--- src/rtl/dma_channel_arbiter.sv ---
// DMA channel arbiter: merges hardware/software requests, raises HRQ to the
// CPU, and on HLDA grants one channel (fixed or rotating priority) until the
// transfer completes or the hold is withdrawn.
//
// Ports:
//   CLK, RESET          clock, synchronous active-high reset
//   DREQ[NUM_CH]        hardware requests (polarity from dreqSenseLow)
//   softwareReq[NUM_CH] software requests, never masked
//   maskReg[NUM_CH]     1 = ignore that channel's DREQ
//   rotatingPriority    0 = fixed (ch0 highest), 1 = rotating
//   dreqSenseLow        1 = DREQ active-low
//   dackSenseHigh       1 = DACK active-high
//   controllerDisable   1 = do not raise a new HRQ
//   HLDA                hold acknowledge
//   transferDone        end-of-service pulse
//   HRQ                 hold request (registered)
//   DACK[NUM_CH]        one-hot acknowledge, polarity from dackSenseHigh
//   grantValid          channel in service
//   grantChannel[CH_W]  serviced channel index, 0 when idle
module dma_channel_arbiter #(
    parameter int unsigned NUM_CH = 4,
    localparam int unsigned CH_W  = $clog2(NUM_CH)
) (
    input  logic              CLK,
    input  logic              RESET,
    input  logic [NUM_CH-1:0] DREQ,
    input  logic [NUM_CH-1:0] softwareReq,
    input  logic [NUM_CH-1:0] maskReg,
    input  logic              rotatingPriority,
    input  logic              dreqSenseLow,
    input  logic              dackSenseHigh,
    input  logic              controllerDisable,
    input  logic              HLDA,
    input  logic              transferDone,
    output logic              HRQ,
    output logic [NUM_CH-1:0] DACK,
    output logic              grantValid,
    output logic [CH_W-1:0]   grantChannel
);

    typedef enum logic [1:0] {IDLE, REQUEST, GRANT, RELEASE} state_t;

    state_t             r_state;
    logic               r_hrq;
    logic [NUM_CH-1:0]  r_dack;
    logic               r_grant_valid;
    logic [CH_W-1:0]    r_grant_ch;
    logic [CH_W-1:0]    r_last_ch;

    state_t             w_state_nxt;
    logic               w_hrq_nxt;
    logic [NUM_CH-1:0]  w_dack_nxt;
    logic               w_grant_valid_nxt;
    logic [CH_W-1:0]    w_grant_ch_nxt;
    logic [CH_W-1:0]    w_last_ch_nxt;

    logic [NUM_CH-1:0]  w_req;
    logic               w_win_found;
    logic [CH_W-1:0]    w_win_ch;

    // Effective per-channel request after polarity and mask
    always_comb begin
        w_req = ((DREQ ^ {NUM_CH{dreqSenseLow}}) & ~maskReg) | softwareReq;
    end

    // Winner search: start at channel 0 (fixed) or one past lastCh (rotating)
    always_comb begin
        int idx;
        w_win_found = 1'b0;
        w_win_ch    = '0;
        idx         = 0;
        for (int off = 0; off < int'(NUM_CH); off++) begin
            if (rotatingPriority) begin
                idx = (int'(r_last_ch) + 1 + off) % int'(NUM_CH);
            end else begin
                idx = off;
            end
            if (!w_win_found && w_req[idx]) begin
                w_win_found = 1'b1;
                w_win_ch    = CH_W'(idx);
            end
        end
    end

    // Next-state and next-output logic
    always_comb begin
        w_state_nxt       = r_state;
        w_hrq_nxt         = r_hrq;
        w_dack_nxt        = r_dack;
        w_grant_valid_nxt = r_grant_valid;
        w_grant_ch_nxt    = r_grant_ch;
        w_last_ch_nxt     = r_last_ch;

        case (r_state)
            IDLE: begin
                w_hrq_nxt         = 1'b0;
                w_dack_nxt        = '0;
                w_grant_valid_nxt = 1'b0;
                w_grant_ch_nxt    = '0;
                if ((|w_req) && !controllerDisable) begin
                    w_state_nxt = REQUEST;
                    w_hrq_nxt   = 1'b1;
                end
            end
            REQUEST: begin
                if (!(|w_req) || controllerDisable) begin
                    w_state_nxt = IDLE;
                    w_hrq_nxt   = 1'b0;
                end else if (HLDA && w_win_found) begin
                    w_state_nxt       = GRANT;
                    w_dack_nxt        = NUM_CH'(1) << w_win_ch;
                    w_grant_valid_nxt = 1'b1;
                    w_grant_ch_nxt    = w_win_ch;
                end
            end
            GRANT: begin
                // Completion wins over a simultaneous HLDA drop; only it moves lastCh
                if (transferDone || !HLDA) begin
                    if (transferDone) begin
                        w_last_ch_nxt = r_grant_ch;
                    end
                    w_state_nxt       = RELEASE;
                    w_hrq_nxt         = 1'b0;
                    w_dack_nxt        = '0;
                    w_grant_valid_nxt = 1'b0;
                    w_grant_ch_nxt    = '0;
                end
            end
            RELEASE: begin
                w_state_nxt = IDLE;
            end
            default: begin
                w_state_nxt = IDLE;
            end
        endcase
    end

    // State and output registers
    always_ff @(posedge CLK) begin
        if (RESET) begin
            r_state       <= IDLE;
            r_hrq         <= 1'b0;
            r_dack        <= '0;
            r_grant_valid <= 1'b0;
            r_grant_ch    <= '0;
            r_last_ch     <= CH_W'(NUM_CH - 1);
        end else begin
            r_state       <= w_state_nxt;
            r_hrq         <= w_hrq_nxt;
            r_dack        <= w_dack_nxt;
            r_grant_valid <= w_grant_valid_nxt;
            r_grant_ch    <= w_grant_ch_nxt;
            r_last_ch     <= w_last_ch_nxt;
        end
    end

    assign HRQ          = r_hrq;
    assign DACK         = r_dack ^ {NUM_CH{~dackSenseHigh}};
    assign grantValid   = r_grant_valid;
    assign grantChannel = r_grant_ch;

endmodule

--- config.mk ---
export PLATFORM = sky130hd
export DESIGN_NAME = dma_channel_arbiter
export DESIGN_NICKNAME = d
export VERILOG_FILES = /design/src/rtl/dma_channel_arbiter.sv
export SDC_FILE = /design/constraint.sdc
export NUM_CORES = 1
export LEC_CHECK = 0
export CORE_MARGIN = 3
export CORE_UTILIZATION = 35
export CTS_CLUSTER_SIZE = 40
export DETAILED_ROUTE_END_ITERATION = 7
export HOLD_SLACK_MARGIN = 0.1
export PLACE_DENSITY = 0.72
export RECOVER_POWER = 100
export REMOVE_ABC_BUFFERS = 1
export SYNTH_ARGS = -nofsm -noshare
export SYNTH_HDL_FRONTEND = slang
export SYNTH_SLANG_ARGS = --single-unit
--- constraint.sdc ---
create_clock -name CLK -period 2.5 [get_ports CLK]
set_input_delay 0.375 -clock CLK [delete_from_list [all_inputs] [get_ports CLK]]
set_output_delay 0.375 -clock CLK [all_outputs]
set_load 0.005 [all_outputs]
Yosys cells after proc, flatten, opt, wreduce, memory -nomap -nowiden:

Index checks and enable logic that the tools add are counted.

* $add $sub $neg: 4
* order comparisons: 4
* equal/unequal tests: 9
* shift operators: 1
* muxes and demuxes: 44
* bitwise operators: 10
* reductions and logical operators: 24

Operators by type and width (count)
* $lt A32 B4 Y1 const B: 4
* $mux W32: 4
* $mux W2: 11
* $mux W1: 17
* $mux W4: 3
* $pmux W4 S3: 1
* $ne A2 B2 Y1 const B: 5
* $reduce_and A3 Y1: 3
* $bmux W1 S2: 4
* $pmux W2 S4: 1
* $reduce_or A2 Y1: 4
* $xor A4 B4 Y4: 2
* $logic_not A1 Y1: 6
* $pmux W1 S3: 2
* $pmux W2 S3: 1
* $logic_and A1 B1 Y1: 5
* $add A2 B1 Y2 const B: 2
* $add A2 B2 Y2 const B: 2
* $and A1 B1 Y1 const A: 4
* $and A4 B4 Y4: 1
* $eq A2 B2 Y1 const B: 2
* $not A4 Y4: 1
* $or A4 B4 Y4: 1
* $reduce_and A4 Y1: 1
* other kinds (8): 9

* flip-flop bits (word level): 12
* input port bits: 20
* output and inout bits: 8
* word-level logic and storage cells: 102

Depth between registers and ports, before layout:

Gate-level depths: netlist of the first run.

* depth in word-level cells: 21
* mapped depth: 8
* mapped depth without buffers: 8

Least setup slack after synthesis of the first run:

OpenSTA, ideal clock, no wires.

* path type: input to register
* from: input DREQ[1]
* to: register r_dack[0]
* setup time: 0.135 ns
* arrival time: 1.683 ns
* data required time: 2.365 ns
* path slack: 0.681 ns
* stages: 6
* buffers on the path: 0
* cells stage by stage: xor2_1 > a21o_2 > o41ai_1 > a21oi_1 > nand2b_1 > o32ai_1

* longest elaborated chain between the ends: 20
* elaborated cells between the ends (all ways): 40
* classes of those cells: eq/ne: 2; shift: 1; mux: 23; bitwise: 3; reduce/logical: 11

Ends and longest elaborated chain
* start: declaration: line 26 `input logic [NUM_CH-1:0] DREQ,`
* $xor A4 B4 Y4 *: line 63 `w_req = ((DREQ ^ {NUM_CH{dreqSenseLow}}) & ~maskReg) | softwareReq;`
* $and A4 B4 Y4 *: line 63
* $or A4 B4 Y4 *: line 63
* $bmux W1 S2: line 78 `if (!w_win_found && w_req[idx]) begin`
* $mux W1 (not written as such) (2 in a row): line 78
* $mux W1: line 78
* $logic_not A1 Y1: line 78
* $logic_and A1 B1 Y1: line 78
* [3 not listed]
* $mux W1: line 78
* $logic_not A1 Y1: line 78
* $logic_and A1 B1 Y1: line 78
* $mux W2: line 78
* $shl A1 B2 Y4: line 111 `w_dack_nxt = NUM_CH'(1) << w_win_ch;`
* $mux W4: line 109 `end else if (HLDA && w_win_found) begin`
* $mux W4: line 106 `if (!(|w_req) || controllerDisable) begin`
* $pmux W4 S3: line 94 `case (r_state)`
* end signal: assignment: line 150 `r_dack <= w_dack_nxt;`
* end: declaration: line 45 `logic [NUM_CH-1:0] r_dack;`

Mark *: on every way between the ends. The rest lies on a longest branch, timed or not. The select of a mux whose other input is x is not followed.
A chain may end at the register's enable or synchronous reset.

Worst setup path after layout of the first run:

* from: input dreqSenseLow
* to: register r_dack[3]

* longest elaborated chain between the ends: 20
* elaborated cells between the ends (all ways): 40
* classes of those cells: eq/ne: 2; shift: 1; mux: 23; bitwise: 3; reduce/logical: 11

Ends and longest elaborated chain
* start: declaration: line 30 `input logic dreqSenseLow,`
* $xor A4 B4 Y4 *: line 63
* $and A4 B4 Y4 *: line 63
* $or A4 B4 Y4 *: line 63
* $bmux W1 S2: line 78
* $mux W1 (not written as such) (2 in a row): line 78
* $mux W1: line 78
* $logic_not A1 Y1: line 78
* $logic_and A1 B1 Y1: line 78
* [3 not listed]
* $mux W1: line 78
* $logic_not A1 Y1: line 78
* $logic_and A1 B1 Y1: line 78
* $mux W2: line 78
* $shl A1 B2 Y4: line 111
* $mux W4: line 109
* $mux W4: line 106
* $pmux W4 S3: line 94

Marked as above.

==> impl_metrics.env, run 1 <==
export IMPL_hold_path_endpoint="grantChannel[1]$_SDFFE_PP0P_"
export IMPL_design_area_sq_um=1250
export IMPL_die_x_um=57.1
export IMPL_worstPathMaxFanout=5
export IMPL_synth_area_sq_um=912
export IMPL_critPathKind="input port to register"
export IMPL_seqCellArea_sq_um=240
export IMPL_cts_num_sinks=12
export IMPL_num_rows=17
export IMPL_placedInstanceArea_sq_um=1230
export IMPL_avgSynthCellArea_sq_um=8.14
export IMPL_pre_cts_slack_ns=-0.00554
export IMPL_fp_coreArea_sq_um=2340
export IMPL_setup_violations=0
export IMPL_vias=944
export IMPL_min_path_cells=2
export IMPL_status="finished, final reports clean"
export IMPL_cts_resized_gates=0
export IMPL_relSlewSlack=0.659
export IMPL_areaGrowthSynthToFinish_pct=37.3
export IMPL_drive_above_1_share=0.105
export IMPL_grt_pass1_wl_mm=4.14
export IMPL_grt_max_degree=14
export IMPL_ant_nets=0
export IMPL_slew_viol_final=0
export IMPL_cp_common_cell="a21oi_1"
export IMPL_clockRootBuffer="clkbuf_4"
export IMPL_nets=168
export IMPL_wl_per_cell_um=13.5
export IMPL_timing_fmax_mhz=447
export IMPL_drt_iter0_markers=49
export IMPL_mostFrequentLayoutCell="clkdlybuf4s50_1"
export IMPL_htree_num_levels=1
export IMPL_fin_crit_sh=0.895
export IMPL_finalHoldViolCount=0
export IMPL_rrSetupSlack_ns=0.53
export IMPL_crit_arrival_ns=2.42
export IMPL_fillers=239
export IMPL_cts_tree="yes"
export IMPL_worst_slew_pin_slew_ns=0.511
export IMPL_total_power_uw=595
export IMPL_ioPinCount=28
export IMPL_reg2reg_from="r_state[0]$_SDFFE_PP0P_"
export IMPL_multi_input_area_sq_um=632
export IMPL_numPortBuffers=27
export IMPL_cts_setup_buffers=0
export IMPL_gp_congestion=0.871
export IMPL_clockBufferDepth=2
export IMPL_ir_drop_mv=0.277
export IMPL_ys_warn_count=0
export IMPL_path_cells="clkdlybuf4s50_1 -> xor2_1 -> a21oi_1 -> a21oi_1 -> or3_1 -> a21o_1 -> o32ai_1"
export IMPL_cts_buffers=3
export IMPL_setup_slack_ns=0.263
export IMPL_ys_seq_elements=12
export IMPL_drc=0
export IMPL_end_kind="register"
export IMPL_clk_pin_slew_ns=0.07
export IMPL_final_cell_mix="clkdlybuf4s50_1, dfxtp_1, a21oi_1"
export IMPL_reg2reg_depth=8
export IMPL_diodes=0
export IMPL_hold_ws_ns=0.472
export IMPL_postSynthCellCount=112
export IMPL_grt_pass1_vias=930
export IMPL_critPathSlowestCell="clkdlybuf4s50_1"
export IMPL_drt_wl_total_mm=2.31
export IMPL_start_util=0.390
export IMPL_power_density_nw_per_um2=475
export IMPL_start_kind="input port"
export IMPL_die_h_um=57.1
export IMPL_holdCritStartpoint="grantChannel[1]$_SDFFE_PP0P_"
export IMPL_rsz0062_at_grt="false"
export IMPL_hold_class="register to register"
export IMPL_rr_endpoint="grantChannel[0]$_SDFFE_PP0P_"
export IMPL_period_minus_slack_ns=2.24
export IMPL_dp_hpwl_mm=1.85
export IMPL_leakagePower_nw=0.478
export IMPL_firstDrtPassIters=4
export IMPL_gr_total_overflow=0
export IMPL_vias_per_cell=5.52
export IMPL_clock_latency_ns=0.27
export IMPL_cp_required_ns=2.68
export IMPL_cts_hold_buffers=0
export IMPL_yosysSeqAreaShare=0.263
export IMPL_grt_usage=0.155
export IMPL_fin_skew_ns=0.00105
export IMPL_synth_cell_types=40
export IMPL_die_area_sq_um=3250
export IMPL_max_stage_delay_ns=0.52
export IMPL_drv_cap=0
export IMPL_grt_antenna_before_repair=0
==> final cells by class <==
type / count / share of cell area
well taps: 28 / 0.0280
clock buffers: 4 / 0.0290
flip-flops and latches: 12 / 0.192
repair buffers: 30 / 0.229
multi-input cells: 91 / 0.504
inverters: 6 / 0.0180
==> logic make-up (layout without fill, tap and decap cells) <==
kind of cell / Yosys count / after routing / share of synthesized area
AOI/OAI and AO/OA: 41 / 41 / 0.343
DFF: 12 / 12 / 0.263
muxes: 1 / 1 / 0.0110
and+or+nand+nor: 37 / 37 / 0.211
adders and majority gates: 4 / 4 / 0.0549
xor gates and xnor gates: 8 / 8 / 0.0768
buffers and inverters: 9 / 40 / 0.0398
==> how the worst max path moves through the flow <==
stage | start | end | slack [ns] | depth (start not counted)
2_1_floorplan | DREQ[1] | r_dack[0]$_SDFFE_PP0P_ | 0.68 | 6
3_3_place_gp | dreqSenseLow | grantChannel[0]$_SDFFE_PP0P_ | 0.06 | 7
3_5_place_dp | dreqSenseLow | r_dack[3]$_SDFFE_PP0P_ | -0.006 | 7
4_1_cts | dreqSenseLow | r_dack[3]$_SDFFE_PP0P_ | 0.27 | 7
5_1_grt | dreqSenseLow | register | 0.06 | 8
6_report | dreqSenseLow | r_dack[3]$_SDFFE_PP0P_ | 0.26 | 7
==> critical path: cells and delay by family <==
family | cells | cell delay, ns
compound gates | 4 | 0.91
buf+inv | 1 | 0.52
simple gates | 1 | 0.40
xor+xnor | 1 | 0.22
==> stage by stage <==
step / instances / util / TNS (ns)
2_1_floorplan: 109 / - / 0
3_3_place_gp: 167 / 0.524 / 0
3_5_place_dp: 167 / 0.524 / -0.00874
4_1_cts: 171 / 0.540 / 0
5_1_grt: 171 / 0.535 / 0
6_report: 171 / 0.535 / 0
==> synth_stat cells, drive strengths merged <==
master   count  area, sq um
nor2b        3         18.8
inv          6         22.5
o32ai        4         35.0
o21bai       1         18.8
nor2         7         26.3
nor3         2         10.0
nand3        3         15.0
nand2        7         26.3
or2b         2         15.0
a41oi        1         8.76
a21o         5         38.8
dfxtp       12          240
xor2         3         26.3
a211oi       2         15.0
nand4        1         6.26
nand2b       5         31.3
a311oi       1         8.76
buf          1         5.00
or3          3         18.8
or2          2         12.5
o21ba        1         10.0
a31oi        1         6.26
and3         2         12.5
a21oi       12         63.8
o41ai        1         8.76
a2111oi      1         15.0
clkbuf       2         8.75
mux2i        1         10.0
a32oi        1         8.76
xnor2        5         43.8
o22ai        1         6.26
ha           4         50.1
a41o         1         11.3
o21ai        4         20.0
o211a        1         10.0
a211o        3         27.5
==> flip-flops by register name (all words and copies together) (netlist names), named ones only <==
name / count
r_last_ch: 2
r_dack: 4
HRQ: 1
grantChannel: 2
grantValid: 1
r_state: 1
==> power breakdown <==
group	leakage (nW)	switching, mW	internal (mW)
clock network	0.0210	0.0653	0.0886
logic	0.359	0.109	0.111
registers	0.0976	0.0147	0.207
==> layer usage <==
layer,vias to the layer above,share of wire,global-route usage
li1,477,-,-
met1,428,0.46,0.210
met2,34,0.45,0.238
met3,5,0.077,0.0294
met4,0,0.016,0.0695
met5,-,0,0
Note: power is estimated with default switching activity, not from simulation.
==> run 2, diff against run 1 <==
- DONT_BUFFER_PORTS: not set -> 1
- GPL_TIMING_DRIVEN: not set -> 1
- PLACE_DENSITY: 0.72 -> 0.58
==> run 2 against run 1 <==
Global-route usage is 3.2 points lower. Fmax is 11% higher. Design area is 24% lower. Sequential cell count stayed put. Worst hold slack worse by 0.31 ns. Via count is 14% lower. Largest power group unchanged. Total power is 17% lower. Non-clock buffer count is 30 lower. Die area stayed put. Register-to-register slack worse by 0.05 ns. Core utilization is 13 points lower. Sequential share of layout area is 6.0 points higher.
==> impl_metrics.env, run 2 (synthesis gave the netlist of run 1 again) <==
export IMPL_finalHoldViolCount=0
export IMPL_crit_arrival_ns=2.19
export IMPL_rr_endpoint="r_dack[1]$_SDFFE_PP0P_"
export IMPL_areaGrowthSynthToFinish_pct=4.80
export IMPL_cp_required_ns=2.67
export IMPL_setup_violations=0
export IMPL_grt_max_degree=14
export IMPL_clockBufferDepth=2
export IMPL_gr_total_overflow=0
export IMPL_cts_hold_buffers=0
export IMPL_vias_per_cell=5.78
export IMPL_fin_skew_ns=0.00193
export IMPL_cts_num_sinks=12
export IMPL_holdCritStartpoint="RESET"
export IMPL_worstPathMaxFanout=6
export IMPL_status="finished, final reports clean"
export IMPL_min_path_cells=1
export IMPL_firstDrtPassIters=4
export IMPL_start_util=0.390
export IMPL_fillers=250
export IMPL_grt_antenna_before_repair=0
export IMPL_grt_pass1_vias=733
export IMPL_vias=809
export IMPL_final_cell_mix="dfxtp_1, a21oi_1, nand2_1, nor2_1, inv_1"
export IMPL_rsz0062_at_grt="false"
export IMPL_mostFrequentLayoutCell="dfxtp_1"
export IMPL_htree_num_levels=1
export IMPL_timing_fmax_mhz=495
export IMPL_totalNegativeSetupSlack_ns=0
export IMPL_cts_setup_buffers=0
export IMPL_placedInstanceArea_sq_um=933
export IMPL_design_area_sq_um=956
export IMPL_drv_cap=0
export IMPL_hold_path_endpoint="grantChannel[0]$_SDFFE_PP0P_"
export IMPL_num_rows=17
export IMPL_cts_tree="yes"
export IMPL_end_kind="register"
export IMPL_die_x_um=57.1
export IMPL_numPortBuffers=0
export IMPL_reg2reg_from="r_state[0]$_SDFFE_PP0P_"
export IMPL_worst_slew_pin_slew_ns=0.516
export IMPL_wl_per_cell_um=14.2
export IMPL_ant_nets=0
export IMPL_dp_hpwl_mm=1.61
export IMPL_drc=0
export IMPL_die_h_um=57.1
export IMPL_largest_register_ffs=4
export IMPL_leakagePower_nw=0.343
export IMPL_nets=138
export IMPL_drt_iter0_markers=26
export IMPL_gp_congestion=0.753
export IMPL_critPathKind="register to register"
export IMPL_relSlewSlack=0.656
export IMPL_die_area_sq_um=3250
export IMPL_period_minus_slack_ns=2.02
export IMPL_clock_latency_ns=0.27
export IMPL_grt_usage=0.123
export IMPL_slew_viol_final=0
export IMPL_start_kind="register"
export IMPL_clockRootBuffer="clkbuf_4"
export IMPL_ioPinCount=28
export IMPL_reg2reg_depth=8
export IMPL_top_register="r_dack"
export IMPL_fin_crit_sh=0.808
export IMPL_hold_class="input port to register"
export IMPL_fp_coreArea_sq_um=2340
export IMPL_power_density_nw_per_um2=518
export IMPL_drive_above_1_share=0.116
export IMPL_drt_wl_total_mm=1.99
export IMPL_clk_pin_slew_ns=0.07
export IMPL_rrSetupSlack_ns=0.48
export IMPL_diodes=0
export IMPL_startpoint="r_state[0]$_SDFFE_PP0P_"
export IMPL_grt_pass1_wl_mm=3.22
export IMPL_ir_drop_mv=0.366
export IMPL_cts_resized_gates=0
export IMPL_cts_buffers=3
[run 2: cell types whose count changed in the layout (fill, tap and decap cells not counted)]
cell             previous run  this run
clkdlybuf4s50_1            18         0
dlygate4sd3_1               9         0
a21oi_1                    12        11
a21oi_2                     0         1
buf_4                       1         0
clkbuf_1                    1         0
clkbuf_2                    1         0
clkbuf_8                    1         0
[run 2: final cells by class]
class / instances / area [sq um] / share of cell area
tap: 28 / 35.0 / 0.0366
multi-input combinational: 91 / 636 / 0.665
clock buffer: 3 / 22.5 / 0.0236
sequential: 12 / 240 / 0.251
inverter: 6 / 22.5 / 0.0236
[run 2: how the worst max path moves through the flow]
| stage | end | slack (ns) | depth (start not counted) |
|---|---|---|---|
| 5_1_grt | r_dack[3]$_SDFFE_PP0P_ | 0.23 | 8 |
| 2_1_floorplan | r_dack[0]$_SDFFE_PP0P_ | 0.68 | 6 |
| 4_1_cts | r_dack[1]$_SDFFE_PP0P_ | 0.48 | 8 |
| 3_3_place_gp | r_dack[2]$_SDFFE_PP0P_ | 0.57 | 6 |
| 6_report | r_dack[1]$_SDFFE_PP0P_ | 0.48 | 8 |
| 3_5_place_dp | r_dack[1]$_SDFFE_PP0P_ | 0.50 | 8 |
[run 2: report_power, final]
part / switching [mW] / internal [mW] / leakage (nW) / total (mW)
registers: 0.0156 / 0.207 / 0.0976 / 0.222
clock network: 0.0608 / 0.0558 / 0.0138 / 0.117
logic: 0.0893 / 0.0666 / 0.231 / 0.156
[run 2: stage by stage]
| step | instances | power, mW | setup WS, ns | hold WS [ns] | utilization |
|---|---|---|---|---|---|
| finish | 140 | 0.495 | 0.480 | 0.162 | 0.409 |
| global route | 140 | 0.528 | 0.227 | 0.157 | 0.409 |
| CTS | 140 | 0.499 | 0.480 | 0.158 | 0.409 |
| detailed placement | 137 | 0.380 | 0.500 | 0.449 | 0.399 |
| global placement | 137 | 0.378 | 0.570 | 0.448 | 0.399 |
| floorplan | 109 | 0.351 | 0.681 | 0.436 | - |
[run 2: worst max-delay path, stage by stage, from the launching register on]
cell and delay (ns):
dfxtp_1 0.42, inv_1 0.09, ha_1 0.26, nand2_1 0.07, nor2_1 0.05, or2_2 0.29, a21oi_1 0.32, nand2b_1 0.17
o32ai_1 0.26
[run 2: routing by layer]
metal  GRT usage  part of all wire  wire length [um]
met1       0.168              0.49               976
met2       0.179              0.41               813
met3      0.0317             0.080               158
met4      0.0596             0.018                36
met5           0                 0                 0
==> run 3, diff against run 2 <==
- clock period: 2.5 -> 1.9 ns (I/O delays scaled with it)
==> run 3 against run 2 <==
Non-clock buffer count grew 4. Sequential power rose by 32%. Count of clock-buffer cells in the layout grew 1. Cell count grew 3.6%. Fmax up 12%. Core utilization up 2.2 points. Sequential share of layout area down 1.2 points. First-iteration DRC count rose by 15%. Setup slack got worse by 0.38 ns. Design area grew 5.5%. Sequential cell count unchanged. Die area is the same. Largest cell class unchanged.
==> impl_metrics.env, run 3 (synthesis gave the netlist of run 1 again) <==
export IMPL_ioPinCount=28
export IMPL_htree_num_levels=1
export IMPL_cts_num_sinks=12
export IMPL_status="finished, final reports clean"
export IMPL_grt_antenna_before_repair=0
export IMPL_clockRootBuffer="clkbuf_4"
export IMPL_die_h_um=57.1
export IMPL_finalHoldViolCount=0
export IMPL_areaGrowthSynthToFinish_pct=10.6
export IMPL_cts_tree="yes"
export IMPL_nets=142
export IMPL_critPathKind="register to register"
export IMPL_seqCellArea_sq_um=241
export IMPL_min_path_cells=2
export IMPL_grt_pass1_vias=753
export IMPL_fp_coreArea_sq_um=2340
export IMPL_reg2reg_depth=6
export IMPL_rr_endpoint="r_dack[1]$_SDFFE_PP0P_"
export IMPL_end_kind="register"
export IMPL_design_area_sq_um=1010
export IMPL_hold_path_endpoint="r_dack[3]$_SDFFE_PP0P_"
export IMPL_numPortBuffers=0
export IMPL_cp_required_ns=2.09
export IMPL_vias=852
export IMPL_clockBufferDepth=2
export IMPL_num_rows=17
export IMPL_wl_per_cell_um=14.2
export IMPL_die_area_sq_um=3250
export IMPL_setup_violations=0
export IMPL_drt_wl_total_mm=2.06
export IMPL_period_minus_slack_ns=1.80
export IMPL_clock_latency_ns=0.28
export IMPL_timing_fmax_mhz=556
export IMPL_relSlewSlack=0.764
export IMPL_grt_max_degree=9
export IMPL_total_power_uw=723
export IMPL_slew_viol_final=0
export IMPL_vias_per_cell=5.88
export IMPL_multi_input_area_sq_um=641
export IMPL_top_register="r_dack"
export IMPL_hold_class="input port to register"
export IMPL_final_cell_mix="dfxtp_1, a21oi_1, nand2_1, nor2_1, inv_1"
export IMPL_fin_crit_sh=0.947
export IMPL_leakagePower_nw=0.367
export IMPL_die_x_um=57.1
export IMPL_crit_arrival_ns=1.99
export IMPL_cts_setup_buffers=0
export IMPL_final_core_util=0.431
export IMPL_dp_hpwl_mm=1.67
export IMPL_placedInstanceArea_sq_um=956
export IMPL_gr_total_overflow=0
export IMPL_drt_iter0_markers=30
export IMPL_fin_skew_ns=0.000884
export IMPL_ant_nets=0
export IMPL_rrSetupSlack_ns=0.10
export IMPL_diodes=0
export IMPL_clk_pin_slew_ns=0.08
export IMPL_grt_usage=0.130
export IMPL_fillers=235
export IMPL_firstDrtPassIters=4
export IMPL_drv_cap=0
export IMPL_grt_pass1_wl_mm=3.38
export IMPL_drive_above_1_share=0.171
export IMPL_gp_congestion=0.790
export IMPL_power_density_nw_per_um2=717
export IMPL_holdCritStartpoint="RESET"
export IMPL_rsz0062_at_grt="false"
export IMPL_worstPathMaxFanout=4
export IMPL_ir_drop_mv=0.404
export IMPL_cts_buffers=3
export IMPL_totalNegativeSetupSlack_ns=0
export IMPL_largest_register_ffs=4
export IMPL_start_util=0.390
export IMPL_reg2reg_from="r_last_ch[0]$_SDFFE_PP1P_"
export IMPL_start_kind="register"
export IMPL_drc=0
export IMPL_worst_slew_pin_slew_ns=0.353
-- run 3: through the flow --
step                      worst slack [ns]  cells  hold slack (ns)
final                                0.101    145            0.191
after global placement              0.0732    140            0.357
after global routing               0.00810    145            0.205
after floorplan                      0.138    109            0.354
after detailed placement            0.0491    140            0.357
after CTS                           0.0218    145            0.185
-- run 3: critical path: stages, from the launching register on --
cell and delay, ns:
dfxtp_1 0.38, or2b_1 0.16, or2b_1 0.26, or3_1 0.31, o211a_2 0.15, a21o_1 0.20
o32ai_1 0.26
-- run 3: repair_timing --
action	4_1_cts	5_1_grt
hold buffers	1	0
gates resized for setup	0	3
hold endpoints to repair	8	0
endpoints found under the setup margin	0	6
-- run 3: cell type report --
type | count | area share
Multi-Input combinational cell | 91 | 0.635
Inverter | 6 | 0.0223
Clock buffer | 4 | 0.0360
Timing Repair Buffer | 4 | 0.0323
Tap cell | 28 | 0.0347
Sequential cell | 12 | 0.239
-- run 3: power breakdown --
| part | total (mW) | internal (mW) | switching, mW |
|---|---|---|---|
| Sequential | 0.294 | 0.273 | 0.0204 |
| Clock | 0.208 | 0.117 | 0.0914 |
| Combinational | 0.221 | 0.0994 | 0.122 |
| Total | 0.723 | 0.489 | 0.234 |
-- run 3: worst max-delay path by stage --
| stage | startpoint | slack [ns] | to |
|---|---|---|---|
| final | r_last_ch[0]$_SDFFE_PP1P_ | 0.10 | r_dack[1]$_SDFFE_PP0P_ |
| after global routing | r_last_ch[0]$_SDFFE_PP1P_ | 0.008 | r_dack[1]$_SDFFE_PP0P_ |
| after CTS | r_state[0]$_SDFFE_PP0P_ | 0.02 | grantChannel[0]$_SDFFE_PP0P_ |
| after detailed placement | r_state[0]$_SDFFE_PP0P_ | 0.05 | grantChannel[0]$_SDFFE_PP0P_ |
| after global placement | r_state[0]$_SDFFE_PP0P_ | 0.07 | grantChannel[0]$_SDFFE_PP0P_ |
| after floorplan | r_state[0]$_SDFFE_PP0P_ | 0.14 | r_dack[1]$_SDFFE_PP0P_ |
-- run 3: layer usage --
metal,track usage,vias up,part of all wire
met2,0.186,41,0.42
met4,0.0795,0,0.025
met3,0.0362,5,0.11
met5,0,-,0
met1,0.170,384,0.44
li1,-,422,-
